===== config.mk =====
export PLATFORM = sky130hd
export DESIGN_NAME = free_slot_alloc
export DESIGN_NICKNAME = d
export VERILOG_FILES = /design/src/rtl/free_slot_alloc_pkg.sv /design/src/rtl/free_slot_alloc_first_n_picker.sv /design/src/rtl/free_slot_alloc.sv
export SDC_FILE = /design/constraint.sdc
export NUM_CORES = 1
export LEC_CHECK = 0
export ABC_AREA = 1
export CAP_MARGIN = 15
export CORE_MARGIN = 2
export CORE_UTILIZATION = 57
export CTS_CLUSTER_SIZE = 40
export DETAILED_ROUTE_END_ITERATION = 7
export GPL_TIMING_DRIVEN = 0
export PLACE_DENSITY = 0.83
export SYNTH_ARGS = -nofsm -noshare
export SYNTH_HDL_FRONTEND = slang
export SYNTH_HIERARCHICAL = 1
export SYNTH_SLANG_ARGS = --single-unit

===== constraint.sdc =====
create_clock -name clk_i -period 11.5 [get_ports clk_i]
set_input_delay 1.725 -clock clk_i [delete_from_list [all_inputs] [get_ports clk_i]]
set_output_delay 1.725 -clock clk_i [all_outputs]
set_load 0.02 [all_outputs]

===== src/rtl/free_slot_alloc_pkg.sv =====
// Shared helpers for the free-slot allocator: width functions and assertion text.
package free_slot_alloc_pkg;

  function automatic int req_width(input int alloc_width);
    return $clog2(alloc_width + 1);
  endfunction

  function automatic int count_width(input int num_entries);
    return $clog2(num_entries + 1);
  endfunction

  localparam string FreeUnoccMsg = "FREE_UNOCC: release mask names a slot that is not occupied";

endpackage


===== src/rtl/free_slot_alloc_first_n_picker.sv =====
// Combinational picker: mask of the first cnt set bits of free_vec, searching
// upward from start and wrapping modulo N.
module first_n_picker #(
  parameter int N  = 8,
  parameter int CW = 2,
  localparam int PW = $clog2(N)
) (
  input  logic [N-1:0]  free_vec,
  input  logic [CW-1:0] cnt,
  input  logic [PW-1:0] start,
  output logic [N-1:0]  mask
);

  int idx;
  int taken;

  always_comb begin
    mask  = '0;
    idx   = 0;
    taken = 0;
    for (int i = 0; i < N; i++) begin
      idx = int'(start) + i;
      if (idx >= N) idx = idx - N;
      if (free_vec[idx] && (taken < int'(cnt))) begin
        mask[idx] = 1'b1;
        taken     = taken + 1;
      end
    end
  end

endmodule


===== src/rtl/free_slot_alloc.sv =====
// Multi-hot slot allocator: grants N free slots per cycle, accepts release masks.
// Build option FREE_SLOT_ALLOC_ROUND_ROBIN_EN starts the free search at a rotating pointer.
module free_slot_alloc
  import free_slot_alloc_pkg::*;
#(
  parameter int NumEntries = 8,
  parameter int AllocWidth = 2,
  parameter int ReqWidth   = req_width(AllocWidth),
  parameter int CountWidth = count_width(NumEntries)
) (
  input  logic                  clk_i,
  input  logic                  rst_ni,
  input  logic                  alloc_valid_i,
  input  logic [ReqWidth-1:0]   alloc_cnt_i,
  output logic                  alloc_ready_o,
  output logic [NumEntries-1:0] alloc_mask_o,
  input  logic                  free_valid_i,
  input  logic [NumEntries-1:0] free_mask_i,
  input  logic                  flush_i,
  output logic [CountWidth-1:0] free_cnt_o,
  output logic [NumEntries-1:0] occ_o
);

  // Handshake: alloc_ready_o depends only on alloc_cnt_i and the registered
  // free count; a grant happens when alloc_valid_i and alloc_ready_o are both high.
  logic [NumEntries-1:0] occ_q, occ_d;
  logic [CountWidth-1:0] free_cnt_q, free_cnt_d;
  logic [NumEntries-1:0] pick_mask;
  logic                  cnt_legal;
  logic                  fire;

  assign cnt_legal     = int'(alloc_cnt_i) <= AllocWidth;
  assign alloc_ready_o = cnt_legal && (int'(free_cnt_q) >= int'(alloc_cnt_i));
  assign fire          = alloc_valid_i && alloc_ready_o;
  assign alloc_mask_o  = fire ? pick_mask : '0;

`ifdef FREE_SLOT_ALLOC_ROUND_ROBIN_EN
  localparam int PtrWidth = $clog2(NumEntries);
  logic [PtrWidth-1:0] ptr_q, ptr_d;
  int                  rr_idx;
  int                  rr_last;

  first_n_picker #(.N(NumEntries), .CW(ReqWidth)) u_picker (
    .free_vec (~occ_q),
    .cnt      (alloc_cnt_i),
    .start    (ptr_q),
    .mask     (pick_mask)
  );

  // The pointer follows the last slot granted in search order, not the highest index.
  always_comb begin
    ptr_d   = ptr_q;
    rr_idx  = 0;
    rr_last = int'(ptr_q);
    if (flush_i) begin
      ptr_d = '0;
    end else if (fire && (alloc_cnt_i != '0)) begin
      for (int i = 0; i < NumEntries; i++) begin
        rr_idx = int'(ptr_q) + i;
        if (rr_idx >= NumEntries) rr_idx = rr_idx - NumEntries;
        if (alloc_mask_o[rr_idx]) rr_last = rr_idx;
      end
      ptr_d = PtrWidth'((rr_last + 1) % NumEntries);
    end
  end

  always_ff @(posedge clk_i or negedge rst_ni) begin
    if (!rst_ni) ptr_q <= '0;
    else         ptr_q <= ptr_d;
  end
`else
  first_n_picker #(.N(NumEntries), .CW(ReqWidth)) u_picker (
    .free_vec (~occ_q),
    .cnt      (alloc_cnt_i),
    .start    ('0),
    .mask     (pick_mask)
  );
`endif

  always_comb begin
    occ_d = occ_q;
    if (flush_i) begin
      occ_d = '0;
    end else begin
      occ_d = (occ_q & ~(free_valid_i ? free_mask_i : '0)) | alloc_mask_o;
    end
  end

  // Count-one of ~occ_d so the registered count always agrees with occ_o.
  always_comb begin
    free_cnt_d = '0;
    for (int i = 0; i < NumEntries; i++) begin
      free_cnt_d = free_cnt_d + CountWidth'(!occ_d[i]);
    end
  end

  always_ff @(posedge clk_i or negedge rst_ni) begin
    if (!rst_ni) begin
      occ_q      <= '0;
      free_cnt_q <= CountWidth'(NumEntries);
    end else begin
      occ_q      <= occ_d;
      free_cnt_q <= free_cnt_d;
    end
  end

  assign occ_o      = occ_q;
  assign free_cnt_o = free_cnt_q;

  a_free_unocc: assert property (@(posedge clk_i) disable iff (!rst_ni)
    !(free_valid_i && !flush_i && |(free_mask_i & ~occ_q)))
    else $error("%s", FreeUnoccMsg);

endmodule


After elaboration in Yosys (flattened, before gate mapping)
Cells that the tools add are included.
{"block": "totals", "word_cells": 65, "romBits": 0, "latchBits": 0, "inputBits": 15, "mem_count": 0, "ram_bits": 0, "output_inout_bits": 21, "regBits": 12}
{"block": "op_classes", "muxes": 18, "div": 0, "mul": 0, "add_sub_neg": 13, "order_cmp": 10, "shifts": 0, "n_eq_ne": 0, "n_reduce_logical": 18, "bitwise": 4}
{"op": "less-than comparator 32 x 3 -> 1 bit", "count": 6}
{"op": "2-to-1 mux 32 bit", "count": 6}
{"op": "adder 32 x 2 -> 32 bit, second input constant", "count": 5}
{"op": "2-to-1 mux 8 bit", "count": 4}
{"op": "adder 4 x 1 -> 4 bit", "count": 4}
{"op": "NOT 8 bit", "count": 2}
{"op": "logical AND 1 bit", "count": 10}
{"op": "AND 8 bit", "count": 1}
{"op": "zero test 1 bit", "count": 8}
{"op": "bitwise OR 8 bit", "count": 1}
{"op": "2-to-1 mux 7 bit", "count": 1}
{"op": "2-to-1 mux 6 bit", "count": 1}
{"op": "2-to-1 mux 5 bit", "count": 1}
{"op": "adder 3 x 1 -> 4 bit", "count": 1}
{"op": ">= comparator 4 x 2 -> 1 bit", "count": 1}
{"op": "2-to-1 mux 4 bit", "count": 1}
{"op": "adder 2 x 1 -> 3 bit", "count": 1}
{"op": "2-to-1 mux 3 bit", "count": 1}
{"op": "adder 1 x 1 -> 2 bit", "count": 1}
{"op": "adder 1 x 1 -> 2 bit, second input constant", "count": 1}
{"op": "less-or-equal comparator 2 bit, second input constant", "count": 1}
{"op": "less-than comparator 1 x 2 -> 1 bit", "count": 1}
{"op": "less-than comparator 1 x 2 -> 1 bit, first input constant", "count": 1}
{"op": "2-to-1 mux 1 bit", "count": 2}
{"op": "2-to-1 mux 2 bit", "count": 1}

Depth between registers and ports, before layout
{"block": "logic_depth", "ltp_word": 35, "depth_mapped": 65, "ltp_nobuf": 62}

Modules after synthesis
Netlist, hierarchy kept.
{"module": "first_n_picker", "area_per_inst_um2": 1730.4, "instances": 1, "seq_area_each_um2": 0.0, "cells_each": 327}
{"module": "free_slot_alloc", "area_per_inst_um2": 833.3, "instances": 1, "seq_area_each_um2": 301.5, "cells_each": 102}

Worst setup path before layout
Ideal clock, no wire load.
{"block": "synth_timing", "path_kind": "input to register", "startpoint": "input alloc_cnt_i[1]", "endpoint": "register free_cnt_q[2], in the netlist free_cnt_o[2]", "setup_ns": 0.125, "cell_stages": 55, "arrival_time_ns": 10.042, "slack_ns": 1.333, "cell_sequence": "o21ai_1 > inv_1 > nand2_1 > nand2_1 > clkinv_1 > ha_1 > ha_1 > a21oi_2 > nand3_4 > o21ai_0 > ha_1 > nand3b_1 > nor2_2 > nand2_2 > clkinv_1 > nand2_1 > nand2_1 > ha_1 > [... 19 more ...] > a21oi_1 > nand2_1 > nor2_1 > nand2_1 > inv_1 > nand3_1 > nand2_1 > nand4_2 > nand2_1 > nand2_1 > fa_1 > inv_1 > fa_1 > fa_1 > inv_1 > ha_1 > fa_1 > xor2_1"}
{"block": "synth_via", "elab_chain_len": 29}
{"item": "start: declaration", "line": "free_slot_alloc.sv:14", "rtl": "input logic [ReqWidth-1:0] alloc_cnt_i,"}
{"item": "less-than comparator 1 x 2 -> 1 bit", "line": "free_slot_alloc_first_n_picker.sv:24", "rtl": "if (free_vec[idx] && (taken < int'(cnt))) begin"}
{"item": "logical AND 1 bit", "line": "free_slot_alloc_first_n_picker.sv:24"}
{"item": "2-to-1 mux 1 bit", "line": "free_slot_alloc_first_n_picker.sv:24"}
{"item": "less-than comparator 1 x 2 -> 1 bit", "line": "free_slot_alloc_first_n_picker.sv:24"}
{"item": "logical AND 1 bit", "line": "free_slot_alloc_first_n_picker.sv:24"}
{"item": "2-to-1 mux 32 bit", "line": "free_slot_alloc_first_n_picker.sv:24"}
{"item": "less-than comparator 32 x 3 -> 1 bit", "line": "free_slot_alloc_first_n_picker.sv:24"}
{"item": "logical AND 1 bit", "line": "free_slot_alloc_first_n_picker.sv:24"}
{"item": "[... 15 more ...]"}
{"item": "2-to-1 mux 8 bit (*)", "line": "free_slot_alloc_first_n_picker.sv:24"}
{"item": "named net pick_mask[7]", "line": "free_slot_alloc.sv:28", "rtl": "logic [NumEntries-1:0] pick_mask;"}
{"item": "2-to-1 mux 8 bit (*)", "line": "free_slot_alloc.sv:35", "rtl": "assign alloc_mask_o = fire ? pick_mask : '0;"}
{"item": "bitwise OR 8 bit (*)", "line": "free_slot_alloc.sv:85", "rtl": "occ_d = (occ_q & ~(free_valid_i ? free_mask_i : '0)) | alloc_mask_o;"}
{"item": "2-to-1 mux 8 bit (*)", "line": "free_slot_alloc.sv:82", "rtl": "if (flush_i) begin"}
{"item": "zero test 1 bit (*)", "line": "free_slot_alloc.sv:93", "rtl": "free_cnt_d = free_cnt_d + CountWidth'(!occ_d[i]);"}
{"item": "adder 4 x 1 -> 4 bit (*)", "line": "free_slot_alloc.sv:93"}
{"item": "named net free_cnt_d[2]", "line": "free_slot_alloc.sv:27", "rtl": "logic [CountWidth-1:0] free_cnt_q, free_cnt_d;"}
{"item": "end signal: assignment", "line": "free_slot_alloc.sv:100", "rtl": "free_cnt_q <= CountWidth'(NumEntries);"}
{"item": "end signal: assignment", "line": "free_slot_alloc.sv:103", "rtl": "free_cnt_q <= free_cnt_d;"}
{"item": "end: declaration", "line": "free_slot_alloc.sv:27"}
Mark *: on every way through the listed nets, which the timed path passes. The rest lies on a longest branch.

Final worst setup path
{"block": "layout_timing", "startpoint": "input alloc_cnt_i[0]", "endpoint": "output alloc_mask_o[7]"}
{"block": "layout_via", "elab_chain_len": 25}
{"item": "less-than comparator 1 x 2 -> 1 bit", "line": "free_slot_alloc_first_n_picker.sv:24"}
{"item": "logical AND 1 bit", "line": "free_slot_alloc_first_n_picker.sv:24"}
{"item": "2-to-1 mux 1 bit", "line": "free_slot_alloc_first_n_picker.sv:24"}
{"item": "less-than comparator 1 x 2 -> 1 bit", "line": "free_slot_alloc_first_n_picker.sv:24"}
{"item": "logical AND 1 bit", "line": "free_slot_alloc_first_n_picker.sv:24"}
{"item": "2-to-1 mux 32 bit", "line": "free_slot_alloc_first_n_picker.sv:24"}
{"item": "less-than comparator 32 x 3 -> 1 bit", "line": "free_slot_alloc_first_n_picker.sv:24"}
{"item": "logical AND 1 bit", "line": "free_slot_alloc_first_n_picker.sv:24"}
{"item": "[... 10 more ...]"}
{"item": "less-than comparator 32 x 3 -> 1 bit", "line": "free_slot_alloc_first_n_picker.sv:24"}
{"item": "logical AND 1 bit", "line": "free_slot_alloc_first_n_picker.sv:24"}
{"item": "2-to-1 mux 32 bit", "line": "free_slot_alloc_first_n_picker.sv:24"}
{"item": "less-than comparator 32 x 3 -> 1 bit (*)", "line": "free_slot_alloc_first_n_picker.sv:24"}
{"item": "logical AND 1 bit (*)", "line": "free_slot_alloc_first_n_picker.sv:24"}
{"item": "2-to-1 mux 8 bit (*)", "line": "free_slot_alloc_first_n_picker.sv:24"}
{"item": "named net pick_mask[7]", "line": "free_slot_alloc.sv:28"}
{"item": "2-to-1 mux 8 bit (*)", "line": "free_slot_alloc.sv:35"}
{"item": "end: declaration", "line": "free_slot_alloc.sv:16", "rtl": "output logic [NumEntries-1:0] alloc_mask_o,"}
Marks and branches as above.

==> flow_summary.json <==
{
  "synth_top_area_cell": "nand2_1",
  "min_period_ps": 10820,
  "clkLatencyLatePin_ps": 250,
  "hold_viol": 0,
  "first_global_vias": 2643,
  "holdBufCountCts": 0,
  "crit_cells": 49,
  "fp-row-count": 24,
  "whs_ps": 602,
  "htreeDepth": 1,
  "combPwrFrac": 0.862,
  "cpMaxStageDelayCell": "clkdlybuf4s50_1",
  "ios": 36,
  "status": "complete, no violations",
  "synth_edf_count": 0,
  "avgSynthCellArea_um2": 5.98,
  "p_seq_frac": 0.083,
  "min_period_over_period": 0.941,
  "crit_path_end_kind": "output port",
  "cp_max_fo": 10,
  "diodes": 0,
  "cts_buffer_depth": 2,
  "num_vias": 2941,
  "ir_drop_mv": 0.176,
  "ys_seq_area_frac": 0.118,
  "route.detailed.vias_per_inst": 5.45,
  "reg2reg_depth": 62,
  "final_cell_mix": "nand2_1 (135), inv_1 (67), nand3_1 (39)",
  "dieArea_mm2": 0.00505,
  "hpwlAfterDp_um": 5870,
  "start_util": 0.589,
  "clk_pin_slew_ps": 60,
  "synth_compound_area_frac": 0.0991,
  "synth_cell_type_count": 44,
  "power-per-cell-area_mw_per_mm2": 273,
  "worst-path-buf-inv": 9,
  "drc": 0,
  "synth_top_family_by_area": "simple AND/OR/NAND/NOR gates",
  "synth.area.top_cells": "nand2_1 (20%), ha_1 (13%), dfrtp_1 (11%), inv_1 (10%), nand3_1 (7.6%)",
  "clock.fmax_mhz": 92.4,
  "reg2reg_from": "occ_o[0]$_DFF_PN0_",
  "synth.top_cell.area_share": 0.199,
  "cts_buffers": 3,
  "drtPass1Iterations": 5,
  "antenna_left": 0,
  "power.total_uw": 851,
  "drt_iter0_markers": 244,
  "skew_ps": 4.90,
  "die_width_um": 71.1,
  "track_usage": 0.289,
  "tightest_slew_ps": 538,
  "whs_endpoint": "occ_o[7]$_DFF_PN0_",
  "r2r_slack_ps": 1410,
  "ys_seq_elements": 12,
  "syn_area_mm2": 0.00256,
  "worstPathArrival_ps": 9100,
  "cp.required_ps": 9780,
  "crit_top_cell": "nand2_1",
  "setup_violations": 0,
  "hold_start": "occ_o[7]$_DFF_PN0_",
  "min_path_type": "flop to flop",
  "syn2layout_area_growth_pct": 21.6,
  "synth-simple-area-share": 0.472,
  "clkPwrFrac": 0.055,
  "critPathKind": "input port to output port",
  "critical-path-top-delay-family": "simple AND/OR/NAND/NOR gates",
  "cts_sinks": 12,
  "synth_warnings": 6,
  "synthArstFlopShare": 1.00,
  "place.gp.congestion": 0.936,
  "r2r-end": "free_cnt_o[2]$_DFF_PN0_",
  "final_common_cell": "nand2_1",
  "synth_fa_ha_area_frac": 0.158,
  "final_nets": 534,
  "totalNegativeSetupSlack_ps": 0,
  "postSynthCellCount": 429,
  "grt_pass1_wl_um": 11900,
  "cellLeakagePower_nw": 1.69,
  "crit_start": "alloc_cnt_i[0]",
  "cpPeakStageDelay_ps": 600,
  "place.port_buffers": 32,
  "drive_above_1_share": 0.129,
  "switching_share": 0.578,
  "post_drt_wl_per_cell_um": 13.4,
  "synthXorXnorAreaFrac": 0.00683,
  "whs_path_depth": 2,
  "start_kind": "input port",
  "cts-root-buf": "clkbuf_8",
  "grt_max_degree": 13,
  "drv_cap": 0,
  "maxSlewHeadroom": 0.640,
  "post-route-util": 0.716,
  "cts_tree": "built",
  "p_switching_uw": 492,
  "antenna_found_initial": 0,
  "overflow": 0,
  "p_int_uw": 359,
  "drt-total-wl_um": 7260,
  "synthFlopType": "dfrtp_1",
  "final-max-slew-violation-count": 0,
  "yosys-mux-area-fraction": 0,
  "die_h_um": 71.1,
  "core_mm2": 0.00435
}
layout make-up:
class / count / area (um^2)
fill: 380 / 1240
clock buffer: 4 / 55.1
timing repair buffer: 35 / 335
inverter: 79 / 304
tap: 52 / 65.1
multi-input combinational: 347 / 1980
buffer: 11 / 71.3
sequential: 12 / 302
power groups by stage:
stage | registers [mW] | logic, mW | clock network, mW
after global routing | 0.0724 | 0.816 | 0.0498
after CTS | 0.0707 | 0.705 | 0.0471
final | 0.0708 | 0.733 | 0.0470
after floorplan | 0.0853 | 0.505 | 0
after detailed placement | 0.0713 | 0.699 | 0
after global placement | 0.0705 | 0.670 | 0
flip-flops by register name, summed over array words and instances (netlist names):
register / cells
occ_o: 8
free_cnt_o: 4
synthesized netlist by cell type, types with 3 or more instances:
cell / number
a211o_1: 5
nor3_1: 17
nor2_2: 6
clkinv_1: 5
buf_2: 3
nor2_1: 16
nand3_1: 39
nand4_2: 4
nand2_2: 16
nand2_1: 136
dfrtp_1: 11
fa_1: 4
a21oi_1: 14
nand3b_1: 3
nand4_1: 10
inv_2: 3
clkbuf_1: 3
ha_1: 26
inv_1: 70
o221ai_1: 3
worst max-delay path by stage:
| stage | end |
|---|---|
| after floorplan | free_cnt_o[2]$_DFF_PN0_ |
| after global placement | free_cnt_o[2]$_DFF_PN0_ |
| after detailed placement | free_cnt_o[2]$_DFF_PN0_ |
| after CTS | free_cnt_o[2]$_DFF_PN0_ |
| after global routing | free_cnt_o[2]$_DFF_PN0_ |
| final | alloc_mask_o[7] |
stage by stage:
stage          worst slack [ps]  std cells  instance area, um^2
2_1_floorplan              1330        449                 2640
3_3_place_gp               -659        533                 3020
3_5_place_dp               -830        533                 3020
4_1_cts                    7.75        537                 3090
5_1_grt                   -2.18        540                 3120
6_report                    679        540                 3120
tightest hold or removal path: stages (launching register included):
cell     delay (ps)
dfrtp_1         400
nand2_1         100
a21oi_1          70
cells by family (layout without fill, tap and decap cells):
| group | after synthesis | after routing |
|---|---|---|
| XOR/XNOR | 2 | 2 |
| buffers and inverters | 90 | 129 |
| AND/OR/NAND/NOR | 256 | 256 |
| flip-flops | 12 | 12 |
| adder cells (fa/ha/maj) | 30 | 30 |
| other | 1 | 21 |
| AO/OA/AOI/OAI | 38 | 38 |
repair_timing:
| item | in CTS | in global routing |
|---|---|---|
| setup buffers | 0 | 3 |
| gates resized for setup | 6 | 11 |
| endpoints found under the setup margin | 5 | 5 |
| pin swaps | 0 | 2 |
routing by layer:
metal / part of all wire / routed length (um) / global-route usage / vias to the layer above
met5: 0 / 0 / 0 / -
met4: 0.020 / 144 / 0.103 / 0
met3: 0.064 / 466 / 0.0299 / 19
met2: 0.47 / 3420 / 0.469 / 119
met1: 0.44 / 3220 / 0.399 / 1330
li1: - / - / - / 1473
Note: power is estimated with default switching activity, not from simulation.
